===== config.mk =====
export PLATFORM = sky130hd
export DESIGN_NAME = spi_flash_loader
export DESIGN_NICKNAME = d
export VERILOG_FILES = /design/src/rtl/spi_flash_pkg.sv /design/src/rtl/spi_byte_xfer.sv /design/src/rtl/spi_flash_loader.sv
export SDC_FILE = /design/constraint.sdc
export NUM_CORES = 1
export LEC_CHECK = 0
export BUFFER_PORTS_ARGS = -buffer_cell sky130_fd_sc_hd__buf_4
export CAP_MARGIN = 10
export CORE_ASPECT_RATIO = 1.5
export CORE_MARGIN = 10
export CORE_UTILIZATION = 55
export DETAILED_ROUTE_END_ITERATION = 10
export GPL_TIMING_DRIVEN = 0
export PLACE_DENSITY = 0.81
export RECOVER_POWER = 50
export SYNTH_ARGS = -nofsm -noshare
export SYNTH_HDL_FRONTEND = slang
export SYNTH_SLANG_ARGS = --single-unit

===== constraint.sdc =====
create_clock -name clk -period 3.2 [get_ports clk]
set_clock_uncertainty 0.15 [all_clocks]
set_input_delay 0.16 -clock clk [delete_from_list [all_inputs] [get_ports clk]]
set_output_delay 0.16 -clock clk [all_outputs]
set_load 0.02 [all_outputs]

===== src/rtl/spi_flash_pkg.sv =====
// Shared states and byte constants for the SPI flash loader.
// FLASH_FAST_READ_EN selects the fast-read command and adds the DUMMY state.
package spi_flash_pkg;

    localparam logic [7:0] CMD_READ      = 8'h03;
    localparam logic [7:0] CMD_FAST_READ = 8'h0B;
    localparam logic [7:0] DUMMY_BYTE    = 8'hFF;
    localparam logic [7:0] IDLE_MOSI     = 8'hFF;

    typedef enum logic [2:0] {
        S_IDLE,
        S_CS_SETUP,
        S_CMD,
        S_ADDR,
`ifdef FLASH_FAST_READ_EN
        S_DUMMY,
`endif
        S_READ,
        S_CS_GAP
    } state_e;

    typedef enum logic [1:0] {
        X_IDLE,
        X_ACK,
        X_FIN,
        X_REL
    } xfer_state_e;

`ifdef FLASH_FAST_READ_EN
    localparam logic [7:0] CMD_BYTE   = CMD_FAST_READ;
    localparam state_e     AFTER_ADDR = S_DUMMY;
`else
    localparam logic [7:0] CMD_BYTE   = CMD_READ;
    localparam state_e     AFTER_ADDR = S_READ;
`endif

endpackage


===== src/rtl/spi_byte_xfer.sv =====
// One byte through the SPI engine: raise request, wait wait_n low, wait wait_n high,
// then drop the request for one cycle. fin_o pulses as the request is released.
module spi_byte_xfer
    import spi_flash_pkg::*;
(
    input  logic       clk,
    input  logic       rst,
    input  logic       go_i,
    input  logic       is_write_i,
    input  logic [7:0] tx_i,
    output logic       fin_o,
    output logic [7:0] rx_o,
    output logic       eng_send_o,
    output logic       eng_recv_o,
    output logic [7:0] eng_din_o,
    input  logic [7:0] eng_dout_i,
    input  logic       eng_wait_n_i
);

    xfer_state_e state_q, state_d;
    logic        send_q, send_d;
    logic        recv_q, recv_d;
    logic [7:0]  din_q, din_d;

    always_ff @(posedge clk or posedge rst) begin
        if (rst) begin
            state_q <= X_IDLE;
            send_q  <= 1'b0;
            recv_q  <= 1'b0;
            din_q   <= IDLE_MOSI;
        end else begin
            state_q <= state_d;
            send_q  <= send_d;
            recv_q  <= recv_d;
            din_q   <= din_d;
        end
    end

    // A new byte may start from REL, so the request is low for exactly that one cycle.
    always_comb begin
        state_d = state_q;
        send_d  = send_q;
        recv_d  = recv_q;
        din_d   = din_q;
        fin_o   = 1'b0;
        case (state_q)
            X_IDLE, X_REL: begin
                if (go_i) begin
                    state_d = X_ACK;
                    send_d  = is_write_i;
                    recv_d  = !is_write_i;
                    din_d   = is_write_i ? tx_i : IDLE_MOSI;
                end else begin
                    state_d = X_IDLE;
                end
            end
            X_ACK: if (!eng_wait_n_i) state_d = X_FIN;
            X_FIN: begin
                if (eng_wait_n_i) begin
                    state_d = X_REL;
                    send_d  = 1'b0;
                    recv_d  = 1'b0;
                    fin_o   = 1'b1;
                end
            end
            default: state_d = X_IDLE;
        endcase
    end

    assign rx_o       = eng_dout_i;
    assign eng_send_o = send_q;
    assign eng_recv_o = recv_q;
    assign eng_din_o  = din_q;

endmodule


===== src/rtl/spi_flash_loader.sv =====
// Flash READ sequencer: frames cs_n, sends command and address, then streams len bytes
// to a valid/ready consumer. Define FLASH_FAST_READ_EN for 0x0B plus one dummy byte.
module spi_flash_loader
    import spi_flash_pkg::*;
#(
    parameter int ADDR_W = 24,
    parameter int LEN_W  = 16,
    parameter int CS_GAP = 4
) (
    input  logic              clk,
    input  logic              rst,
    input  logic              start,
    input  logic [ADDR_W-1:0] addr,
    input  logic [LEN_W-1:0]  len,
    output logic              busy,
    output logic              done,
    output logic [7:0]        rd_data,
    output logic              rd_valid,
    input  logic              rd_ready,
    output logic              cs_n,
    output logic              eng_send,
    output logic              eng_recv,
    output logic [7:0]        eng_din,
    input  logic [7:0]        eng_dout,
    input  logic              eng_wait_n,
    output state_e            dbg_state_o
);

    localparam int ADDR_BYTES = ADDR_W / 8;
    localparam int IDX_W      = (ADDR_BYTES > 1) ? $clog2(ADDR_BYTES) : 1;
    localparam int GAP_W      = 4;

    state_e            state_q, state_d;
    logic [ADDR_W-1:0] addr_q, addr_d;
    logic [LEN_W-1:0]  rem_q, rem_d;
    logic [IDX_W-1:0]  idx_q, idx_d;
    logic [GAP_W-1:0]  gap_q, gap_d;
    logic              pend_q, pend_d;
    logic              cs_n_q, cs_n_d;
    logic              done_q, done_d;
    logic [7:0]        rd_data_q, rd_data_d;
    logic              rd_valid_q, rd_valid_d;

    logic              go, is_write, accept;
    logic [7:0]        tx_byte, addr_byte;
    logic              xfer_fin;
    logic [7:0]        xfer_rx;

    assign addr_byte = 8'(addr_q >> (8 * (ADDR_BYTES - 1 - int'(idx_q))));

    always_ff @(posedge clk or posedge rst) begin
        if (rst) begin
            state_q    <= S_IDLE;
            addr_q     <= '0;
            rem_q      <= '0;
            idx_q      <= '0;
            gap_q      <= '0;
            pend_q     <= 1'b0;
            cs_n_q     <= 1'b1;
            done_q     <= 1'b0;
            rd_data_q  <= 8'h00;
            rd_valid_q <= 1'b0;
        end else begin
            state_q    <= state_d;
            addr_q     <= addr_d;
            rem_q      <= rem_d;
            idx_q      <= idx_d;
            gap_q      <= gap_d;
            pend_q     <= pend_d;
            cs_n_q     <= cs_n_d;
            done_q     <= done_d;
            rd_data_q  <= rd_data_d;
            rd_valid_q <= rd_valid_d;
        end
    end

    // pend_q marks a byte handed to the engine whose fin has not yet returned.
    always_comb begin
        state_d    = state_q;
        addr_d     = addr_q;
        rem_d      = rem_q;
        idx_d      = idx_q;
        gap_d      = gap_q;
        pend_d     = pend_q;
        cs_n_d     = cs_n_q;
        done_d     = 1'b0;
        rd_data_d  = rd_data_q;
        rd_valid_d = rd_valid_q;
        go         = 1'b0;
        is_write   = 1'b1;
        tx_byte    = IDLE_MOSI;
        accept     = 1'b0;
        case (state_q)
            S_IDLE: begin
                if (start) begin
                    addr_d = addr;
                    rem_d  = len;
                    if (len == '0) begin
                        done_d = 1'b1;
                    end else begin
                        state_d = S_CS_SETUP;
                        cs_n_d  = 1'b0;
                    end
                end
            end
            S_CS_SETUP: state_d = S_CMD;
            S_CMD: begin
                tx_byte = CMD_BYTE;
                if (!pend_q) begin
                    go     = 1'b1;
                    pend_d = 1'b1;
                end else if (xfer_fin) begin
                    pend_d  = 1'b0;
                    idx_d   = '0;
                    state_d = S_ADDR;
                end
            end
            S_ADDR: begin
                tx_byte = addr_byte;
                if (!pend_q) begin
                    go     = 1'b1;
                    pend_d = 1'b1;
                end else if (xfer_fin) begin
                    pend_d = 1'b0;
                    if (idx_q == IDX_W'(ADDR_BYTES - 1)) state_d = AFTER_ADDR;
                    else idx_d = idx_q + 1'b1;
                end
            end
`ifdef FLASH_FAST_READ_EN
            S_DUMMY: begin
                tx_byte = DUMMY_BYTE;
                if (!pend_q) begin
                    go     = 1'b1;
                    pend_d = 1'b1;
                end else if (xfer_fin) begin
                    pend_d  = 1'b0;
                    state_d = S_READ;
                end
            end
`endif
            S_READ: begin
                is_write = 1'b0;
                accept   = rd_valid_q && rd_ready;
                if (accept) begin
                    rd_valid_d = 1'b0;
                    rem_d      = rem_q - 1'b1;
                end
                // Next read issues no earlier than the cycle the previous byte is taken.
                if (pend_q) begin
                    if (xfer_fin) begin
                        pend_d     = 1'b0;
                        rd_data_d  = xfer_rx;
                        rd_valid_d = 1'b1;
                    end
                end else if (accept && rem_q == LEN_W'(1)) begin
                    state_d = S_CS_GAP;
                    cs_n_d  = 1'b1;
                    gap_d   = GAP_W'(CS_GAP - 1);
                end else if (!rd_valid_q || accept) begin
                    go     = 1'b1;
                    pend_d = 1'b1;
                end
            end
            S_CS_GAP: begin
                if (gap_q == '0) begin
                    state_d = S_IDLE;
                    done_d  = 1'b1;
                end else begin
                    gap_d = gap_q - 1'b1;
                end
            end
            default: state_d = S_IDLE;
        endcase
    end

    spi_byte_xfer u_xfer (
        .clk          (clk),
        .rst          (rst),
        .go_i         (go),
        .is_write_i   (is_write),
        .tx_i         (tx_byte),
        .fin_o        (xfer_fin),
        .rx_o         (xfer_rx),
        .eng_send_o   (eng_send),
        .eng_recv_o   (eng_recv),
        .eng_din_o    (eng_din),
        .eng_dout_i   (eng_dout),
        .eng_wait_n_i (eng_wait_n)
    );

    assign busy        = (state_q != S_IDLE);
    assign done        = done_q;
    assign rd_data     = rd_data_q;
    assign rd_valid    = rd_valid_q;
    assign cs_n        = cs_n_q;
    assign dbg_state_o = state_q;

endmodule


==> reports/qor.yml, run 1 <==
outcome: "finished with violations"
failed_checks: "max-capacitance violations, max-slew violations"
stdcell_area_mm2: 0.00510
clock_tree.buffer_depth: 2
gr-usage-all-layers: 0.216
clkLatencyLatePin_ns: 0.36
min_path_type: "in -> reg"
fin_ws_ns: 0.361
die_h_um: 122
cts-htree-levels: 3
residual_overflow_from_global_routing: 0
floorplan.rows: 37
yosys_most_used_dff: "sky130_fd_sc_hd__dfrtp_1"
netlist_area_mm2: 0.00381
final_core_util: 0.749
start_util: 0.561
rsz0062_at_grt: "false"
largest_family_of_logic_cells_by_synthesized_area: "compound AO/OA/AOI/OAI gates"
setup_tns_ns: 0
timing.critical_path.required_ns: 3.34
synthTopCellsByCount: "sky130_fd_sc_hd__dfrtp_1, sky130_fd_sc_hd__nand2_1, sky130_fd_sc_hd__o21ai_0, sky130_fd_sc_hd__mux2_2, sky130_fd_sc_hd__nor2_1"
ys_top_cells_by_area: "sky130_fd_sc_hd__dfrtp_1, sky130_fd_sc_hd__mux2_2, sky130_fd_sc_hd__dfstp_2"
power.static_leakage_nw: 2.19
synth_adder_area_share: 0.0262
finalCriticalPeriod_ns: 2.84
area_delta_synth_final_pct: 33.7
worstSetupEndpointType: "flip-flop"
clkSinkCount: 73
grt_first_pass_wirelength_um: 18500
i_o_pins: 78
slew_viol_final: 74
synth.most_common_cell: "sky130_fd_sc_hd__dfrtp_1"
first_global_vias: 3751
number_of_enable_flip_flop_cells_after_synthesis: 0
dieWidth_um: 88
place.gp.congestion: 0.947
xor_xnor_fraction_of_synth_area: 0
finalNetCount: 578
preCtsSetupSlack_ns: 0.447
place.port_buffers: 77
nFillCells: 474
setup_viol: 0
syn_inst: 378
share_of_flip_flops_with_an_asynchronous_set_or_reset_after_synthesis: 1.00
crit_path_max_fanout: 10
start_kind: "flip-flop"
timing.setup.critical_path_class: "reg -> reg"
drt-vias-per-instance: 5.96
relSlewSlack: -0.00865
postSynthRegisterBits: 73
wl_per_cell_um: 18.8
coreArea_mm2: 0.00681
avgSynthCellArea_um2: 10.1
clock_tree_from_tritoncts: "built"
post_synth_num_cell_types: 57
dp.final_hpwl_um: 7530
post-cts-setup-buffer-count: 0
cts_resized: 0
drt_iter0_drcs: 232
synth.mux.area_fraction: 0.115
synth-warning-count: 0
hold_violations: 0
ir_drop_mv: 0.552
arrival_ns: 2.98
max_cap_violations: 1
detailroute.via_count: 3581
yosys.area.top_type_share: 0.420
residual_drc_count: 0
power_density_mw_per_mm2: 875
layout_worst_path_cycle_share: 0.887
first_pass_iters: 5
number_of_buffers_created_by_cts: 9
synthesis.nets: 439
worst_pin_slew_ns: 1.51
fmax_mhz: 352
post_route_ant_nets: 0
drt_wl_total_um: 11300
cell_type_with_the_largest_total_area_after_synthesis: "sky130_fd_sc_hd__dfrtp_1"
synth_simple_gate_area_frac: 0.159
clk_transition_reported_paths_ns: 0.07
grt_max_degree: 74
antenna_violations_before_repair: 1
synth_seq_area_share: 0.482
synth_compound_area_frac: 0.182
die_area_mm2: 0.0107
post_route_cells_drive_above_1_share: 0.232
clockRootBuffer: "sky130_fd_sc_hd__clkbuf_8"
postPlaceCellArea_mm2: 0.00449
[power by group]
| part | internal (mW) | switching [mW] | total [mW] |
|---|---|---|---|
| registers | 1.38 | 0.350 | 1.73 |
| logic | 0.878 | 1.19 | 2.07 |
| clock network | 0.324 | 0.344 | 0.668 |
[sequential cells by signal (all words and copies together), names as in the netlist]
signal	count
addr_q	24
cs_n	1
dbg_state_o	3
done	1
gap_q	4
idx_q	2
pend_q	1
rd_data	8
rd_valid	1
rem_q	16
u_xfer.eng_din_o	8
u_xfer.eng_recv_o	1
u_xfer.eng_send_o	1
u_xfer.state_q	2
[critical path: stages, from the launching register on]
cell and delay [ns]:
sky130_fd_sc_hd__dfrtp_1 0.35, sky130_fd_sc_hd__clkbuf_1 0.35, sky130_fd_sc_hd__inv_1 0.15, sky130_fd_sc_hd__ha_1 0.31, sky130_fd_sc_hd__clkbuf_1 0.57, sky130_fd_sc_hd__nor2b_1 0.12, sky130_fd_sc_hd__clkbuf_1 0.23, sky130_fd_sc_hd__a21oi_1 0.31
sky130_fd_sc_hd__nor2_1 0.07, sky130_fd_sc_hd__o22a_1 0.16
[kinds of logic (layout without fill, tap and decap cells)]
family / Yosys count / in the layout
AND/OR/NAND/NOR: 119 / 119
buffers and inverters: 33 / 177
flip-flops: 73 / 73
multiplexers: 40 / 40
adder cells (fa/ha/maj): 8 / 8
AO/OA/AOI/OAI: 105 / 105
other: 0 / 1
[cell usage in the layout (no fill, tap or decap), types with 3 or more instances in the layout]
cell type,Yosys,final
sky130_fd_sc_hd__inv_1,14,13
sky130_fd_sc_hd__a21oi_1,23,23
sky130_fd_sc_hd__nand3_1,5,5
sky130_fd_sc_hd__o2bb2ai_1,6,6
sky130_fd_sc_hd__mux2i_1,8,8
sky130_fd_sc_hd__o32ai_1,3,3
sky130_fd_sc_hd__buf_2,3,3
sky130_fd_sc_hd__nor2_1,25,25
sky130_fd_sc_hd__a22oi_1,6,6
sky130_fd_sc_hd__nor2b_1,7,7
sky130_fd_sc_hd__nand2_1,33,33
sky130_fd_sc_hd__mux2_2,32,32
sky130_fd_sc_hd__or3_1,3,3
sky130_fd_sc_hd__clkbuf_1,15,39
sky130_fd_sc_hd__nor4_1,12,12
sky130_fd_sc_hd__dlygate4sd3_1,0,51
sky130_fd_sc_hd__a2bb2oi_1,7,7
sky130_fd_sc_hd__nand2b_1,3,3
sky130_fd_sc_hd__dfstp_2,9,6
sky130_fd_sc_hd__dfrtp_1,64,64
sky130_fd_sc_hd__buf_4,0,55
sky130_fd_sc_hd__or4_1,4,4
sky130_fd_sc_hd__a21o_1,3,3
sky130_fd_sc_hd__o21ai_0,33,33
sky130_fd_sc_hd__clkbuf_8,0,11
sky130_fd_sc_hd__ha_1,8,8
sky130_fd_sc_hd__nor3_1,10,10
sky130_fd_sc_hd__dfstp_1,0,3
[per-stage QoR]
step           total power, mW  hold WS (ns)  std cells
2_1_floorplan             3.08         0.162        378
3_3_place_gp              3.70         0.244        533
3_5_place_dp              3.78         0.246        533
4_1_cts                   4.49        0.0231        600
5_1_grt                   4.76        0.0264        601
6_report                  4.46        0.0303        601
[final timing paths]
check	start	slack [ns]	to	cells past startpoint
worst max register to register	idx_q[0]	0.36	u_xfer.eng_din_o[0]	9
worst min-delay path	len[2]	0.03	rem_q[2]	3
min in group asynchronous	rst	0.66	rd_data[6]	3
worst min register to register	u_xfer.eng_din_o[7]	0.35	u_xfer.eng_din_o[7]	1
worst max-delay path	idx_q[0]	0.36	u_xfer.eng_din_o[0]	9
max in group asynchronous	rst	1.30	rem_q[14]	3
[cell type report]
| type | instances | area [um2] | area share |
|---|---|---|---|
| plain buffers | 19 | 82.6 | 0.0162 |
| clock inverters | 2 | 12.5 | 0.00245 |
| diodes | 1 | 2.50 | 0.000491 |
| multi-input cells | 272 | 1840 | 0.361 |
| well taps | 78 | 97.6 | 0.0191 |
| flip-flops and latches | 73 | 1840 | 0.360 |
| clock buffers | 14 | 163 | 0.0319 |
| inverters | 14 | 52.6 | 0.0103 |
| repair buffers | 128 | 1010 | 0.198 |
[per-layer routing]
metal | track usage | wire length, um
met3 | 0.0521 | 752
met4 | 0.0990 | 287
met1 | 0.235 | 4250
met2 | 0.381 | 6010
met5 | 0 | 0
[what timing repair did]
action	CTS	global route
endpoints found under the hold margin	114	0
hold buffers	51	0
setup endpoints to repair	0	0
(Power assumes the default switching activity.)
==> run 2: changes to the inputs <==
--- a/config.mk
+++ b/config.mk
@@ -13,7 +13,6 @@
 export DETAILED_ROUTE_END_ITERATION = 10
 export GPL_TIMING_DRIVEN = 0
 export PLACE_DENSITY = 0.81
-export RECOVER_POWER = 50
 export SYNTH_ARGS = -nofsm -noshare
 export SYNTH_HDL_FRONTEND = slang
 export SYNTH_SLANG_ARGS = --single-unit
==> run 2 against run 1 <==
The flow now finishes without violations; combinational power rose by 4%; sequential power is essentially flat; final cell count unchanged; global-route usage stayed put; largest power group unchanged; highest routed layer unchanged.
==> reports/qor.yml, run 2 (synthesis gave the netlist of run 1 again) <==
hold_path_startpoint: "len[2]"  # unchanged
ir_drop_mv: 0.556  # was 0.552 mV
crit_path_top_delay_cell: "sky130_fd_sc_hd__clkbuf_1"  # unchanged
drt_iter0_drcs: 243  # was 232
detailroute.via_count: 3610  # was 3581
power.static_leakage_nw: 2.27  # was 2.19 nW
floorplan.rows: 37  # unchanged
coreArea_mm2: 0.00681  # unchanged
report.power.total_mw: 4.56  # was 4.46 mW
clk_transition_reported_paths_ns: 0.07  # about the same
hold-path-cell-count: 3  # unchanged
cts_resized: 0  # unchanged
slew_viol_final: 0  # was 74
fin_cells: 601  # unchanged
placed_cells_incl_taps: 533  # unchanged
mostFrequentLayoutCell: "sky130_fd_sc_hd__buf_4"  # was sky130_fd_sc_hd__dfrtp_1
drt_wl_total_um: 11300  # about the same
outcome: "complete, no violations"  # was finished with violations
number_of_buffers_created_by_cts: 9  # unchanged
die_area_mm2: 0.0107  # unchanged
drt-vias-per-instance: 6.01  # was 5.96
crit_path_max_fanout: 10  # unchanged
cts-htree-levels: 3  # unchanged
layout_worst_path_cycle_share: 0.885  # was 0.887
area_delta_synth_final_pct: 35.8  # was 33.7%
timing.reg2reg.setup_slack_ns: 0.37  # was 0.36 ns
layout.cells.most_common_list: "sky130_fd_sc_hd__buf_4, sky130_fd_sc_hd__dfrtp_1, sky130_fd_sc_hd__dlygate4sd3_1"  # was sky130_fd_sc_hd__dfrtp_1, sky130_fd_sc_hd__buf_4, sky130_fd_sc_hd__dlygate4sd3_1
clock_tree_from_tritoncts: "built"  # unchanged
timing.setup.critical_path_class: "reg -> reg"  # unchanged
most_frequent_cell_on_the_critical_path: "sky130_fd_sc_hd__clkbuf_1"  # unchanged
clkSinkCount: 73  # unchanged
first_global_vias: 3751  # unchanged
place.gp.congestion: 0.947  # unchanged
antenna_violations_before_repair: 1  # unchanged
worstSetupEndpointType: "flip-flop"  # unchanged
dp.final_hpwl_um: 7530  # unchanged
first_pass_iters: 6  # was 5
residual_drc_count: 0  # unchanged
largest_reg_flops: 24  # unchanged
post-cts-setup-buffer-count: 0  # unchanged
worst_flop_to_flop_path_startpoint: "idx_q[0]"  # unchanged
dieWidth_um: 88  # unchanged
clock_tree.buffer_depth: 2  # unchanged
power_density_mw_per_mm2: 880  # was 875 mW/mm2
crit_chain: "clkbuf_1 > inv_1 > ha_1 > clkbuf_1 > nor2b_1 > clkbuf_1 > a21oi_1 > nor2_1 > o22a_1"  # unchanged
hold_violations: 0  # unchanged
residual_overflow_from_global_routing: 0  # unchanged
hold_end: "rem_q[2]"  # unchanged
relSlewSlack: 0.402  # was -0.00865
worst_pin_slew_ns: 0.898  # was 1.51 ns
arrival_ns: 2.98  # about the same
clockRootBuffer: "sky130_fd_sc_hd__clkbuf_8"  # unchanged
top_register: "addr_q"  # unchanged
holdBufCountCts: 51  # unchanged
min_path_type: "in -> reg"  # unchanged
grt_first_pass_wirelength_um: 18500  # unchanged
grt_max_degree: 74  # unchanged
fmax_mhz: 353  # was 352 MHz
critPathMaxStageDelay_ns: 0.57  # about the same
rsz0062_at_grt: "false"  # unchanged
setup_tns_ns: 0  # unchanged
largest_registers: "addr_q: 24 flops, rem_q: 16 flops"  # unchanged
start_util: 0.561  # unchanged
setup_viol: 0  # unchanged
post_route_ant_nets: 0  # unchanged
gr-usage-all-layers: 0.216  # unchanged
finalCriticalPeriod_ns: 2.83  # was 2.84 ns
place.port_buffers: 77  # unchanged
i_o_pins: 78  # unchanged
post_route_cells_drive_above_1_share: 0.278  # was 0.232
wl_per_cell_um: 18.8  # about the same
rr_worst_depth: 9  # unchanged
finalNetCount: 578  # unchanged
clkLatencyLatePin_ns: 0.36  # about the same
start_kind: "flip-flop"  # unchanged
timing.critical_path.required_ns: 3.34  # about the same
die_h_um: 122  # unchanged
max_cap_violations: 0  # was 1
critical_path.reg2reg.endpoint: "u_xfer.eng_din_o[0]"  # unchanged
run 2: per-layer routing:
layer  vias up  wire, um  track usage
li1       1672         -            -
met1      1743      4240        0.235
met2       165      5970        0.381
met3        30       784       0.0521
met4         0       327       0.0990
met5         -         0            0
run 2: worst max-delay path by stage:
| stage | from | to |
|---|---|---|
| finish | idx_q[0] | u_xfer.eng_din_o[0] |
| global route | idx_q[0] | u_xfer.eng_din_o[1] |
| global placement | rst | rem_q[10] |
| CTS | idx_q[0] | u_xfer.eng_din_o[1] |
| floorplan | dbg_state_o[0] | rem_q[10] |
| detailed placement | idx_q[0] | u_xfer.eng_din_o[1] |
run 2: power by group:
part           internal (mW)  switching, mW  total, mW
combinational          0.968           1.19       2.16
clock                  0.324          0.343      0.667
sequential              1.38          0.354       1.74
total                   2.68           1.89       4.56
run 2: final cells by class:
type	instances	area, um2
antenna	1	2.50
buffer	19	82.6
clock buffer	14	163
clock inverter	2	12.5
fill	444	1620
inverter	14	55.1
multi-input combinational	272	1840
sequential	73	1840
tap	78	97.6
timing repair buffer	128	1090
run 2: worst max-delay path: cells and delay by family, from the launching register on:
kind / cells / cell delay, ns
AO/OA/AOI/OAI: 2 / 0.47
flip-flops: 1 / 0.35
buffers and inverters: 4 / 1.29
adder cells (fa/ha/maj): 1 / 0.31
AND/OR/NAND/NOR: 2 / 0.20
run 2: per-stage QoR:
| step | setup slack [ns] | utilization | hold WS (ns) | area, um2 |
|---|---|---|---|---|
| after floorplan | 0.806 | - | 0.162 | 3810 |
| after global placement | 0.208 | 0.660 | 0.244 | 4490 |
| after detailed placement | 0.447 | 0.660 | 0.246 | 4490 |
| after CTS | 0.433 | 0.761 | 0.0231 | 5180 |
| after global routing | 0.244 | 0.761 | 0.0264 | 5180 |
| final | 0.369 | 0.761 | 0.0322 | 5180 |
==> run 3: changes to the inputs <==
--- a/config.mk
+++ b/config.mk
@@ -12,7 +12,10 @@
 export CORE_UTILIZATION = 55
 export DETAILED_ROUTE_END_ITERATION = 10
 export GPL_TIMING_DRIVEN = 0
+export MAX_ROUTING_LAYER = met4
 export PLACE_DENSITY = 0.81
+export RECOVER_POWER = 50
 export SYNTH_ARGS = -nofsm -noshare
 export SYNTH_HDL_FRONTEND = slang
+export SYNTH_HIERARCHICAL = 1
 export SYNTH_SLANG_ARGS = --single-unit
==> run 3 against run 2 <==
Clock power increased by 8.8%; count of clock-buffer cells in the layout decreased by 3; global-route usage fell by 0.15 points; first-iteration DRC count is 10% higher; critical path type unchanged; critical endpoint is now u_xfer/eng_din_o[5]; largest power group is now sequential cells; highest routed layer unchanged.
==> reports/qor.yml, run 3 <==
outcome: "complete, no violations"  # unchanged
power_frac_clock: 0.183  # was 0.146
post_synth_num_cell_types: 60  # was 57
synthTopCellsByCount: "sky130_fd_sc_hd__dfrtp_1, sky130_fd_sc_hd__o21ai_0, sky130_fd_sc_hd__nor2_1, sky130_fd_sc_hd__mux2_2, sky130_fd_sc_hd__a21oi_1"  # was sky130_fd_sc_hd__dfrtp_1, sky130_fd_sc_hd__nand2_1, sky130_fd_sc_hd__o21ai_0, sky130_fd_sc_hd__mux2_2, sky130_fd_sc_hd__nor2_1
cell_type_with_the_largest_total_area_after_synthesis: "sky130_fd_sc_hd__dfrtp_1"  # unchanged
switching_part_of_the_total_power: 0.398  # was 0.413
synth_compound_area_frac: 0.173  # was 0.182
crit_path_top_delay_cell: "sky130_fd_sc_hd__clkbuf_1"  # unchanged
start_util: 0.567  # was 0.561
critical_path.n_buffers_inverters: 3  # was 4
post_route_cells_drive_above_1_share: 0.277  # was 0.278
avgSynthCellArea_um2: 9.96  # was 10.1 um2
synthesis.nets: 455  # was 439
clk_transition_reported_paths_ns: 0.08  # was 0.07 ns
grt_max_degree: 36  # was 74
postSynthRegisterBits: 73  # unchanged
setup_tns_ns: 0  # unchanged
setup_viol: 0  # unchanged
worstSetupEndpointType: "flip-flop"  # unchanged
worst_path_dominant_cell_family: "buffers and inverters"  # unchanged
fraction_of_power_consumed_by_combinational_cells: 0.404  # was 0.473
dp.final_hpwl_um: 7550  # was 7530 um
ys_top_cells_by_area: "sky130_fd_sc_hd__dfrtp_1, sky130_fd_sc_hd__mux2_2, sky130_fd_sc_hd__dfstp_2"  # unchanged
max_cap_violations: 0  # unchanged
synth.mux.area_fraction: 0.119  # was 0.115
relSlewSlack: 0.311  # was 0.402
syn_inst: 393  # was 378
timing.setup.critical_path_class: "reg -> reg"  # unchanged
drt-vias-per-instance: 5.96  # was 6.01
yosys_most_used_dff: "sky130_fd_sc_hd__dfrtp_1"  # unchanged
coreArea_mm2: 0.00690  # was 0.00681 mm2
nFillCells: 508  # was 444
largest_family_of_logic_cells_by_synthesized_area: "compound AO/OA/AOI/OAI gates"  # unchanged
layout.cells.most_common_list: "sky130_fd_sc_hd__dfrtp_1, sky130_fd_sc_hd__buf_4, sky130_fd_sc_hd__o21ai_0, sky130_fd_sc_hd__dlygate4sd3_1, sky130_fd_sc_hd__nor2_1"  # was sky130_fd_sc_hd__buf_4, sky130_fd_sc_hd__dfrtp_1, sky130_fd_sc_hd__dlygate4sd3_1
worst_pin_slew_ns: 1.03  # was 0.898 ns
synth_seq_area_share: 0.470  # was 0.482
mostFrequentLayoutCell: "sky130_fd_sc_hd__dfrtp_1"  # was sky130_fd_sc_hd__buf_4
layout_worst_path_cycle_share: 0.876  # was 0.885
residual_drc_count: 0  # unchanged
fmax_mhz: 357  # was 353 MHz
hold_violations: 0  # unchanged
yosys.area.top_type_share: 0.409  # was 0.420
clkLatencyLatePin_ns: 0.36  # about the same
power_density_mw_per_mm2: 773  # was 880 mW/mm2
first_pass_iters: 5  # was 6
die_h_um: 123  # was 122 um
wl_per_cell_um: 18.4  # was 18.8 um
min_path_type: "in -> reg"  # unchanged
seq_power_share: 0.412  # was 0.381
synth-warning-count: 6  # was 0
crit_path_max_fanout: 10  # unchanged
arrival_ns: 2.94  # was 2.98 ns
synth_simple_gate_area_frac: 0.153  # was 0.159
rsz0062_at_grt: "false"  # unchanged
drt_iter0_drcs: 268  # was 243
netlist_area_mm2: 0.00391  # was 0.00381 mm2
place.port_buffers: 69  # was 77
top_register: "addr_q"  # unchanged
drt_wl_total_um: 11100  # was 11300 um
p_switching_mw: 1.58  # was 1.89 mW
place.gp.congestion: 0.899  # was 0.947
finalNetCount: 581  # was 578
largest_registers: "addr_q: 24 flops, rem_q: 16 flops"  # unchanged
gr-usage-all-layers: 0.215  # was 0.216
detailroute.via_count: 3594  # was 3610
most_frequent_cell_on_the_critical_path: "sky130_fd_sc_hd__o21ai_0"  # was sky130_fd_sc_hd__clkbuf_1
dieWidth_um: 88.9  # was 88 um
start_kind: "flip-flop"  # unchanged
largest_reg_flops: 24  # unchanged
post-cts-setup-buffer-count: 0  # unchanged
critPathMaxStageDelay_ns: 0.52  # was 0.57 ns
synth.most_common_cell: "sky130_fd_sc_hd__dfrtp_1"  # unchanged
share_of_flip_flops_with_an_asynchronous_set_or_reset_after_synthesis: 1.00  # unchanged
ir_drop_mv: 0.420  # was 0.556 mV
fin_cells: 603  # was 601
power.internal_mw: 2.39  # was 2.68 mW
synth_adder_area_share: 0.0288  # was 0.0262
xor_xnor_fraction_of_synth_area: 0  # unchanged
clock_tree_from_tritoncts: "built"  # unchanged
timing.critical_path.required_ns: 3.34  # about the same
crit_chain: "clkbuf_1 > inv_1 > ha_1 > clkbuf_1 > nor2_1 > a21oi_1 > o21ai_0 > o21ai_0 > o21ai_0"  # was clkbuf_1 > inv_1 > ha_1 > clkbuf_1 > nor2b_1 > clkbuf_1 > a21oi_1 > nor2_1 > o22a_1
power.static_leakage_nw: 2.33  # was 2.27 nW
first_global_vias: 3799  # was 3751
grt_first_pass_wirelength_um: 17800  # was 18500 um
clockRootBuffer: "sky130_fd_sc_hd__clkbuf_8"  # unchanged
finalCriticalPeriod_ns: 2.80  # was 2.83 ns
clock_tree.buffer_depth: 2  # unchanged
number_of_buffers_created_by_cts: 9  # unchanged
antenna_violations_before_repair: 1  # unchanged
die_area_mm2: 0.0110  # was 0.0107 mm2
number_of_enable_flip_flop_cells_after_synthesis: 0  # unchanged
residual_overflow_from_global_routing: 0  # unchanged
cts-htree-levels: 3  # unchanged
clkSinkCount: 73  # unchanged
placed_cells_incl_taps: 541  # was 533
slew_viol_final: 0  # unchanged
timing.hold.ws_ns: 0.000514  # was 0.0322 ns
floorplan.rows: 37  # unchanged
post_route_ant_nets: 0  # unchanged
i_o_pins: 78  # unchanged
area_delta_synth_final_pct: 31.0  # was 35.8%
[run 3: logic make-up (layout without fill, tap and decap cells)]
kind of cell,after synthesis,count (layout)
mux,42,42
buf+inv,48,179
fa+ha+maj,9,9
other cells,0,1
flops,73,73
compound gates,111,111
simple gates,110,110
[run 3: power by group through the flow]
stage,Clock (mW),Sequential (mW),Combinational [mW]
after floorplan,0,1.65,1.03
after global placement,0,1.61,1.46
after detailed placement,0,1.63,1.52
after CTS,0.725,1.62,1.57
after global routing,0.770,1.68,1.77
final,0.726,1.63,1.60
[run 3: layout make-up]
cell class / instances / area (um2) / share of cell area
inverter: 23 / 86.3 / 0.0168
clock buffer: 11 / 131 / 0.0256
buffer: 25 / 138 / 0.0268
timing repair buffer: 115 / 925 / 0.180
antenna: 1 / 2.50 / 0.000488
sequential: 73 / 1840 / 0.358
multi-input combinational: 272 / 1850 / 0.361
tap: 78 / 97.6 / 0.0190
clock inverter: 5 / 57.6 / 0.0112
[run 3: path summary, 6_finish.rpt]
| kind | from | end | slack [ns] | cells after the start |
|---|---|---|---|---|
| max in group asynchronous | rst | rem_q[1] | 1.01 | 4 |
| max reg2reg | idx_q[0] | u_xfer/eng_din_o[5] | 0.40 | 9 |
| min in group asynchronous | rst | u_xfer/eng_send_o | 0.21 | 3 |
| max | idx_q[0] | u_xfer/eng_din_o[5] | 0.40 | 9 |
| min reg2reg | cs_n | cs_n | 0.32 | 2 |
| min | len[13] | rem_q[13] | 0.0005 | 3 |
[run 3: routing by layer]
metal,up-vias,routed length [um],GRT usage
met2,173,5840,0.359
met5,-,0,-
met3,40,704,0.0461
li1,1654,-,-
met1,1727,4090,0.223
met4,0,456,0.134
[run 3: tightest hold or removal path, stage by stage]
cell                      delay, ns
sky130_fd_sc_hd__buf_4         0.09
sky130_fd_sc_hd__o22ai_1       0.08
sky130_fd_sc_hd__a21oi_1       0.13
[run 3: per-stage QoR]
step / cell area [um2] / power, mW / setup slack [ns] / util
5_1_grt: 5130 / 4.22 / 0.137 / 0.743
6_report: 5130 / 3.96 / 0.398 / 0.743
3_5_place_dp: 4550 / 3.15 / 0.454 / 0.660
2_1_floorplan: 3910 / 2.67 / 0.929 / -
4_1_cts: 5190 / 3.91 / 0.430 / 0.752
3_3_place_gp: 4530 / 3.07 / 0.587 / 0.657
[run 3: what timing repair did]
item | CTS | global route
hold buffers | 45 | 0
resized for setup | 0 | 0
hold endpoints to repair | 82 | 0
